===== src/rtl/unified_mem_arbiter_if.sv =====
// Port bundle for unified_mem_arbiter: IF/MEM stage handshakes plus the external memory port.
// master = arbiter view, slave = pipeline + memory view.
interface unified_mem_arbiter_if #(
  parameter int ADDR_W = 32
);
  logic              if_req;
  logic [ADDR_W-1:0] if_addr;
  logic              if_adv;
  logic [31:0]       if_rdata;
  logic              if_valid;
  logic              stall_if;
  logic              dm_rd_en;
  logic              dm_wr_en;
  logic [2:0]        dm_size;
  logic [ADDR_W-1:0] dm_addr;
  logic [31:0]       dm_wdata;
  logic              mem_adv;
  logic [31:0]       dm_rdata;
  logic              dm_valid;
  logic              dm_misalign;
  logic              stall_mem;
  logic              mem_req;
  logic              mem_we;
  logic [ADDR_W-1:0] mem_addr;
  logic [31:0]       mem_wdata;
  logic [3:0]        mem_be;
  logic [31:0]       mem_rdata;
  logic              mem_ack;

  modport master (
    input  if_req, if_addr, if_adv, dm_rd_en, dm_wr_en, dm_size, dm_addr, dm_wdata,
           mem_adv, mem_rdata, mem_ack,
    output if_rdata, if_valid, stall_if, dm_rdata, dm_valid, dm_misalign, stall_mem,
           mem_req, mem_we, mem_addr, mem_wdata, mem_be
  );

  modport slave (
    output if_req, if_addr, if_adv, dm_rd_en, dm_wr_en, dm_size, dm_addr, dm_wdata,
           mem_adv, mem_rdata, mem_ack,
    input  if_rdata, if_valid, stall_if, dm_rdata, dm_valid, dm_misalign, stall_mem,
           mem_req, mem_we, mem_addr, mem_wdata, mem_be
  );
endinterface


===== src/rtl/unified_mem_arbiter.sv =====
// Arbitrates one handshaked unified memory between instruction fetch and load/store,
// formats byte/half/word accesses and produces the pipeline stall signals.
module unified_mem_arbiter #(
  parameter int ADDR_W = 32,
  parameter int DATA_W = 32
) (
  input  logic                  clk,
  input  logic                  rst_n,
  unified_mem_arbiter_if.master bus
);

  typedef enum logic [1:0] {IDLE, DATA, FETCH} state_e;

  state_e            state_q, state_d;
  logic              mem_req_q, mem_req_d;
  logic              mem_we_q, mem_we_d;
  logic [ADDR_W-1:0] mem_addr_q, mem_addr_d;
  logic [DATA_W-1:0] mem_wdata_q, mem_wdata_d;
  logic [3:0]        mem_be_q, mem_be_d;
  logic [DATA_W-1:0] dm_rdata_q, dm_rdata_d;
  logic [DATA_W-1:0] if_rdata_q, if_rdata_d;
  logic              dm_valid_q, dm_valid_d;
  logic              if_valid_q, if_valid_d;
  logic              dm_misalign_q, dm_misalign_d;
  logic              dm_done_q, dm_done_d;
  logic              if_done_q, if_done_d;
  logic [2:0]        ld_size_q, ld_size_d;
  logic [1:0]        ld_lane_q, ld_lane_d;

  logic              dm_pend, if_pend, misalign;
  logic [1:0]        lane;
  logic [3:0]        st_be;
  logic [DATA_W-1:0] st_wdata, ld_shift, ld_result;
  logic              unused_if_lsb;

  assign unused_if_lsb = ^bus.if_addr[1:0];
  assign lane    = bus.dm_addr[1:0];
  assign dm_pend = (bus.dm_rd_en | bus.dm_wr_en) & ~dm_done_q;
  assign if_pend = bus.if_req & ~if_done_q;

  // NOTE: every always_comb output gets a default first so no path can infer a latch.
  always_comb begin
    misalign = 1'b0;
    st_be    = 4'hF;
    st_wdata = bus.dm_wdata;
    case (bus.dm_size[1:0])
      2'b00: begin
        st_be    = 4'b0001 << lane;
        st_wdata = {4{bus.dm_wdata[7:0]}};
      end
      2'b01: begin
        misalign = lane[0];
        st_be    = 4'b0011 << {lane[1], 1'b0};
        st_wdata = {2{bus.dm_wdata[15:0]}};
      end
      default: misalign = |lane;
    endcase
  end

  // Load lane and size are captured at issue so the result never depends on live MEM inputs.
  assign ld_shift = bus.mem_rdata >> {ld_lane_q, 3'b000};

  always_comb begin
    ld_result = bus.mem_rdata;
    case (ld_size_q[1:0])
      2'b00:   ld_result = {{24{~ld_size_q[2] & ld_shift[7]}}, ld_shift[7:0]};
      2'b01:   ld_result = {{16{~ld_size_q[2] & ld_shift[15]}}, ld_shift[15:0]};
      default: ld_result = bus.mem_rdata;
    endcase
  end

  always_comb begin
    state_d       = state_q;
    mem_req_d     = mem_req_q;
    mem_we_d      = mem_we_q;
    mem_addr_d    = mem_addr_q;
    mem_wdata_d   = mem_wdata_q;
    mem_be_d      = mem_be_q;
    dm_rdata_d    = dm_rdata_q;
    if_rdata_d    = if_rdata_q;
    dm_valid_d    = 1'b0;
    if_valid_d    = 1'b0;
    dm_misalign_d = 1'b0;
    dm_done_d     = dm_done_q & ~bus.mem_adv;
    if_done_d     = if_done_q & ~bus.if_adv;
    ld_size_d     = ld_size_q;
    ld_lane_d     = ld_lane_q;

    case (state_q)
      IDLE: begin
        // A rejected misaligned access never occupies the port, so fetch may still start.
        if (dm_pend && misalign) begin
          dm_misalign_d = 1'b1;
          dm_done_d     = 1'b1;
          dm_rdata_d    = '0;
        end
        if (dm_pend && !misalign) begin
          state_d     = DATA;
          mem_req_d   = 1'b1;
          mem_we_d    = bus.dm_wr_en;
          mem_addr_d  = {bus.dm_addr[ADDR_W-1:2], 2'b00};
          mem_be_d    = bus.dm_wr_en ? st_be : 4'hF;
          mem_wdata_d = bus.dm_wr_en ? st_wdata : '0;
          ld_size_d   = bus.dm_size;
          ld_lane_d   = lane;
        end else if (if_pend) begin
          state_d     = FETCH;
          mem_req_d   = 1'b1;
          mem_we_d    = 1'b0;
          mem_addr_d  = {bus.if_addr[ADDR_W-1:2], 2'b00};
          mem_be_d    = 4'hF;
          mem_wdata_d = '0;
        end
      end
      DATA: begin
        if (bus.mem_ack) begin
          state_d    = IDLE;
          mem_req_d  = 1'b0;
          dm_valid_d = 1'b1;
          dm_done_d  = 1'b1;
          if (!mem_we_q) dm_rdata_d = ld_result;
        end
      end
      FETCH: begin
        if (bus.mem_ack) begin
          state_d    = IDLE;
          mem_req_d  = 1'b0;
          if_valid_d = 1'b1;
          if_done_d  = 1'b1;
          if_rdata_d = bus.mem_rdata;
        end
      end
      default: state_d = IDLE;
    endcase
  end

  // NOTE: sequential state uses non-blocking assignments so every flop samples pre-edge values.
  always_ff @(posedge clk or negedge rst_n) begin
    if (!rst_n) begin
      state_q       <= IDLE;
      mem_req_q     <= 1'b0;
      mem_we_q      <= 1'b0;
      mem_addr_q    <= '0;
      mem_wdata_q   <= '0;
      mem_be_q      <= 4'h0;
      dm_rdata_q    <= '0;
      if_rdata_q    <= '0;
      dm_valid_q    <= 1'b0;
      if_valid_q    <= 1'b0;
      dm_misalign_q <= 1'b0;
      dm_done_q     <= 1'b0;
      if_done_q     <= 1'b0;
      ld_size_q     <= 3'b000;
      ld_lane_q     <= 2'b00;
    end else begin
      state_q       <= state_d;
      mem_req_q     <= mem_req_d;
      mem_we_q      <= mem_we_d;
      mem_addr_q    <= mem_addr_d;
      mem_wdata_q   <= mem_wdata_d;
      mem_be_q      <= mem_be_d;
      dm_rdata_q    <= dm_rdata_d;
      if_rdata_q    <= if_rdata_d;
      dm_valid_q    <= dm_valid_d;
      if_valid_q    <= if_valid_d;
      dm_misalign_q <= dm_misalign_d;
      dm_done_q     <= dm_done_d;
      if_done_q     <= if_done_d;
      ld_size_q     <= ld_size_d;
      ld_lane_q     <= ld_lane_d;
    end
  end

  assign bus.mem_req     = mem_req_q;
  assign bus.mem_we      = mem_we_q;
  assign bus.mem_addr    = mem_addr_q;
  assign bus.mem_wdata   = mem_wdata_q;
  assign bus.mem_be      = mem_be_q;
  assign bus.dm_rdata    = dm_rdata_q;
  assign bus.if_rdata    = if_rdata_q;
  assign bus.dm_valid    = dm_valid_q;
  assign bus.if_valid    = if_valid_q;
  assign bus.dm_misalign = dm_misalign_q;
  assign bus.stall_mem   = dm_pend & ~dm_valid_q & ~dm_misalign_q;
  assign bus.stall_if    = if_pend & ~if_valid_q;

endmodule

===== src/flat_wrapper.sv =====
// flat-port wrapper written by rule: the top's interface ports become plain ports
module unified_mem_arbiter_flat 
#(
  parameter int ADDR_W = 32,
  parameter int DATA_W = 32
)
  (clk, rst_n, bus_if_req, bus_if_addr, bus_if_adv, bus_dm_rd_en, bus_dm_wr_en, bus_dm_size, bus_dm_addr, bus_dm_wdata, bus_mem_adv, bus_mem_rdata, bus_mem_ack, bus_if_rdata, bus_if_valid, bus_stall_if, bus_dm_rdata, bus_dm_valid, bus_dm_misalign, bus_stall_mem, bus_mem_req, bus_mem_we, bus_mem_addr, bus_mem_wdata, bus_mem_be);
  unified_mem_arbiter_if #(.ADDR_W(ADDR_W)) bus_i ();
  input  logic clk;
  input  logic rst_n;
  input wire logic [$bits(bus_i.if_req)-1:0] bus_if_req;
  input wire logic [$bits(bus_i.if_addr)-1:0] bus_if_addr;
  input wire logic [$bits(bus_i.if_adv)-1:0] bus_if_adv;
  input wire logic [$bits(bus_i.dm_rd_en)-1:0] bus_dm_rd_en;
  input wire logic [$bits(bus_i.dm_wr_en)-1:0] bus_dm_wr_en;
  input wire logic [$bits(bus_i.dm_size)-1:0] bus_dm_size;
  input wire logic [$bits(bus_i.dm_addr)-1:0] bus_dm_addr;
  input wire logic [$bits(bus_i.dm_wdata)-1:0] bus_dm_wdata;
  input wire logic [$bits(bus_i.mem_adv)-1:0] bus_mem_adv;
  input wire logic [$bits(bus_i.mem_rdata)-1:0] bus_mem_rdata;
  input wire logic [$bits(bus_i.mem_ack)-1:0] bus_mem_ack;
  output wire logic [$bits(bus_i.if_rdata)-1:0] bus_if_rdata;
  output wire logic [$bits(bus_i.if_valid)-1:0] bus_if_valid;
  output wire logic [$bits(bus_i.stall_if)-1:0] bus_stall_if;
  output wire logic [$bits(bus_i.dm_rdata)-1:0] bus_dm_rdata;
  output wire logic [$bits(bus_i.dm_valid)-1:0] bus_dm_valid;
  output wire logic [$bits(bus_i.dm_misalign)-1:0] bus_dm_misalign;
  output wire logic [$bits(bus_i.stall_mem)-1:0] bus_stall_mem;
  output wire logic [$bits(bus_i.mem_req)-1:0] bus_mem_req;
  output wire logic [$bits(bus_i.mem_we)-1:0] bus_mem_we;
  output wire logic [$bits(bus_i.mem_addr)-1:0] bus_mem_addr;
  output wire logic [$bits(bus_i.mem_wdata)-1:0] bus_mem_wdata;
  output wire logic [$bits(bus_i.mem_be)-1:0] bus_mem_be;
  assign bus_i.if_req = bus_if_req;
  assign bus_i.if_addr = bus_if_addr;
  assign bus_i.if_adv = bus_if_adv;
  assign bus_i.dm_rd_en = bus_dm_rd_en;
  assign bus_i.dm_wr_en = bus_dm_wr_en;
  assign bus_i.dm_size = bus_dm_size;
  assign bus_i.dm_addr = bus_dm_addr;
  assign bus_i.dm_wdata = bus_dm_wdata;
  assign bus_i.mem_adv = bus_mem_adv;
  assign bus_i.mem_rdata = bus_mem_rdata;
  assign bus_i.mem_ack = bus_mem_ack;
  assign bus_if_rdata = bus_i.if_rdata;
  assign bus_if_valid = bus_i.if_valid;
  assign bus_stall_if = bus_i.stall_if;
  assign bus_dm_rdata = bus_i.dm_rdata;
  assign bus_dm_valid = bus_i.dm_valid;
  assign bus_dm_misalign = bus_i.dm_misalign;
  assign bus_stall_mem = bus_i.stall_mem;
  assign bus_mem_req = bus_i.mem_req;
  assign bus_mem_we = bus_i.mem_we;
  assign bus_mem_addr = bus_i.mem_addr;
  assign bus_mem_wdata = bus_i.mem_wdata;
  assign bus_mem_be = bus_i.mem_be;
  unified_mem_arbiter #(.ADDR_W(ADDR_W), .DATA_W(DATA_W)) u_core (.clk(clk), .rst_n(rst_n), .bus(bus_i));
endmodule

===== config.mk =====
export PLATFORM = sky130hd
export DESIGN_NAME = unified_mem_arbiter_flat
export DESIGN_NICKNAME = d
export VERILOG_FILES = /design/src/rtl/unified_mem_arbiter_if.sv /design/src/rtl/unified_mem_arbiter.sv /design/src/flat_wrapper.sv
export SDC_FILE = /design/constraint.sdc
export NUM_CORES = 1
export LEC_CHECK = 0
export CAP_MARGIN = 25
export CORE_MARGIN = 1.5
export CORE_UTILIZATION = 47
export CTS_CLUSTER_SIZE = 24
export DETAILED_ROUTE_END_ITERATION = 10
export PLACE_DENSITY = 0.86
export SYNTH_ARGS = -nofsm -noshare
export SYNTH_HDL_FRONTEND = slang
export SYNTH_SLANG_ARGS = --single-unit

===== constraint.sdc =====
create_clock -name clk -period 6.85 [get_ports clk]
set_clock_uncertainty 0.2 [all_clocks]
set_input_delay 1.37 -clock clk [delete_from_list [all_inputs] [get_ports clk]]
set_output_delay 1.37 -clock clk [all_outputs]
set_load 0.005 [all_outputs]

==> impl_metrics.json <==
{
  "synth-xor-area-share_pct": 0,
  "hold_buffers": 0,
  "drv_slew": 0,
  "cts_buffers": 17,
  "drt-initial-drc-count": 329,
  "clock_sinks": 144,
  "ys_top_cells_by_count": "144 x dfrtp_1, 101 x mux2_2, 45 x nand2_1",
  "hold_viol_final": 0,
  "crit_slowest_cell": "a21bo_2",
  "die_h_um": 124,
  "hp-start": "u_core.bus.mem_wdata[16]$_DFFE_PN0P_",
  "fin_setup_tns_ns": 0,
  "antenna_found_initial": 0,
  "crit_chain": "clkdlybuf4s50_1 -> buf_4 -> o21a_1 -> or3_1 -> buf_4 -> a21bo_2 -> buf_4 -> mux2_2",
  "final_util_pct": 73.6,
  "core_mm2": 0.0140,
  "synth.most_common_cell": "dfrtp_1",
  "fin_crit_sh_pct": 65.6,
  "clock-root-buffer": "clkbuf_16",
  "async_flop_share_pct": 100,
  "dr.pass1.iters": 5,
  "dieArea_mm2": 0.0153,
  "worstPathRequired_ns": 6.95,
  "cp-startpoint": "bus_dm_size[1]",
  "synth_compound_area_share_pct": 13.9,
  "synth.top_cell.area_share_pct": 52.7,
  "setup-violations-final": 0,
  "synth-seq-cells": 144,
  "synthMuxAreaShare_pct": 21.8,
  "fillers": 944,
  "yosys-top-cells-area": "dfrtp_1 53%, mux2_2 17%, mux2i_1 4.8%",
  "synth_top_family_by_area": "multiplexers",
  "worst-path-buf-inv": 4,
  "p_leak_nw": 4.37,
  "slowest_delay_ns": 0.86,
  "layout-drive-gt1-share_pct": 17.0,
  "floorplan.initialDensity_pct": 48.7,
  "synth_flop_cell": "dfrtp_1",
  "n_antenna_cell": 0,
  "vias": 5688,
  "worst-path-max-fanout": 43,
  "syn-cell-area_mm2": 0.00684,
  "status": "finished clean",
  "max_slew_margin_pct": 29.3,
  "avgSynthCellArea_um2": 12.1,
  "area_growth_pct": 51.0,
  "htree_levels": 4,
  "cts_resized": 0,
  "end_kind": "register",
  "post_cts_buffers": 0,
  "grt_max_degree": 75,
  "yosysWarnings": 0,
  "worst_setup_path_start_kind": "input pin",
  "clock_latency_ns": 0.42,
  "die_w_um": 124,
  "cp.arrival_ns": 4.59,
  "synthAdderAreaFrac_pct": 0.731,
  "synth_seq_area_share_pct": 52.7,
  "rsz0062_at_grt": "no",
  "ys_types": 45,
  "grt_usage_pct": 26.5,
  "nNetsFinal": 975,
  "overflow": 0,
  "fin_crit_ns": 4.50,
  "io-pin-count": 278,
  "crit_family": "buffers and inverters",
  "powerDensity_mw_per_mm2": 438,
  "grt_pass1_wl_mm": 30.7,
  "crit_path_frequent_cell": "buf_4",
  "ant_nets": 0,
  "grt_pass1_vias": 6003,
  "clockBufferDepth": 2,
  "synthSimpleGateAreaFrac_pct": 7.20,
  "synthCells": 567,
  "wirelength_mm": 20.1,
  "cap_violations": 0,
  "gp_congestion": 0.882,
  "tritoncts": "built",
  "synth_top_area_cell": "dfrtp_1",
  "viasPerCell": 5.55,
  "drc_errors": 0,
  "clk_pin_slew_ns": 0.05,
  "criticalPathCategory": "input pin to register",
  "post-dp-hpwl_mm": 14.8,
  "holdCritPathClass": "register to register",
  "rows": 43,
  "wl_per_cell_um": 19.6,
  "synth_edf_count": 0,
  "ir_drop_mv": 0.212,
  "worst_pin_slew_ns": 1.06,
  "rr_startpoint": "u_core.dm_done_q$_DFF_PN0_",
  "max_freq_mhz": 222,
  "io_buffers": 273
}
==> worst register-to-register path: stages (launching register included) <==
cell and delay, ns:
dfrtp_1 0.41, o21bai_1 0.25, or3_1 0.19, buf_4 0.38
a21bo_2 0.87, buf_4 0.47, mux2_2 0.40
==> power by group <==
group | internal [mW] | switching, mW
Sequential | 1.24 | 0.257
Clock | 0.659 | 0.346
Combinational | 1.20 | 0.828
==> cells in the final DEF, fill, tap and decap left out, drive strengths merged, types with 2 or more instances in the layout <==
master,synthesis,layout
a21oi,8,8
clkinv,0,3
bufinv,0,4
clkdlybuf4s50,0,272
o2bb2ai,17,17
clkbuf,16,24
o21a,2,2
nand2b,19,19
dfrtp,144,144
inv,15,15
a22o,33,33
o21ai,32,32
nand2,45,45
nor2b,9,9
mux2,101,101
nand3,2,2
o32ai,7,7
a32o,8,8
ha,4,4
buf,21,10
mux2i,33,33
nor2,23,23
conb,1,2
o211ai,7,7
==> logic make-up (layout without fill, tap and decap cells) <==
logic type / Yosys count / count (layout)
and+or+nand+nor: 105 / 105
adders and majority gates: 4 / 4
DFF: 144 / 144
buffers and inverters: 52 / 329
other: 1 / 2
muxes: 135 / 135
AOI/OAI and AO/OA: 126 / 126
==> final cells by class <==
class,instances,area (um^2),area share [%]
clock buffer,24,502,4.86
tap,180,225,2.18
sequential,144,3600,34.9
timing repair buffer,282,2800,27.1
multi-input combinational,372,2990,29.0
clock inverter,8,150,1.45
inverter,15,56.3,0.545
==> registers in the layout, indices dropped and copies added (netlist names) <==
signal	count
u_core.bus.dm_misalign	1
u_core.bus.dm_rdata	32
u_core.bus.dm_valid	1
u_core.bus.if_rdata	32
u_core.bus.if_valid	1
u_core.bus.mem_addr	30
u_core.bus.mem_be	4
u_core.bus.mem_req	1
u_core.bus.mem_wdata	32
u_core.bus.mem_we	1
u_core.dm_done_q	1
u_core.if_done_q	1
u_core.ld_lane_q	2
u_core.ld_size_q	3
u_core.state_q	2
==> worst paths after layout <==
check,end,slack [ns],cells past startpoint
setup reg to reg,u_core.bus.mem_addr[24]$_DFFE_PN0P_,3.56,6
hold reg to reg,u_core.bus.mem_wdata[16]$_DFFE_PN0P_,0.29,1
min in group asynchronous,u_core.bus.if_rdata[8]$_DFFE_PN0P_,0.75,1
hold / removal,u_core.bus.mem_wdata[16]$_DFFE_PN0P_,0.29,1
setup / recovery,u_core.bus.mem_addr[24]$_DFFE_PN0P_,2.35,8
max in group asynchronous,u_core.bus.if_rdata[26]$_DFFE_PN0P_,4.31,2
==> per-layer routing <==
metal,GRT usage (%),up-vias,part of all wire (%)
li1,-,2582,-
met1,31.8,2813,39
met2,46.0,253,51
met3,6.68,40,8.0
met4,9.84,0,2.7
met5,0,-,0
==> stage by stage <==
step / worst slack [ns] / instances / cell area, um^2 / power, mW / hold slack [ns]
2_1_floorplan: 3.54 / 568 / 6850 / 2.43 / 0.279
3_3_place_gp: 2.03 / 993 / 9680 / 3.42 / 0.274
3_5_place_dp: 1.92 / 993 / 9680 / 3.52 / 0.274
4_1_cts: 2.37 / 1025 / 10300 / 4.55 / 0.296
5_1_grt: 2.13 / 1025 / 10300 / 4.78 / 0.310
6_report: 2.35 / 1025 / 10300 / 4.53 / 0.291
Power figures use the tool's default switching activity.
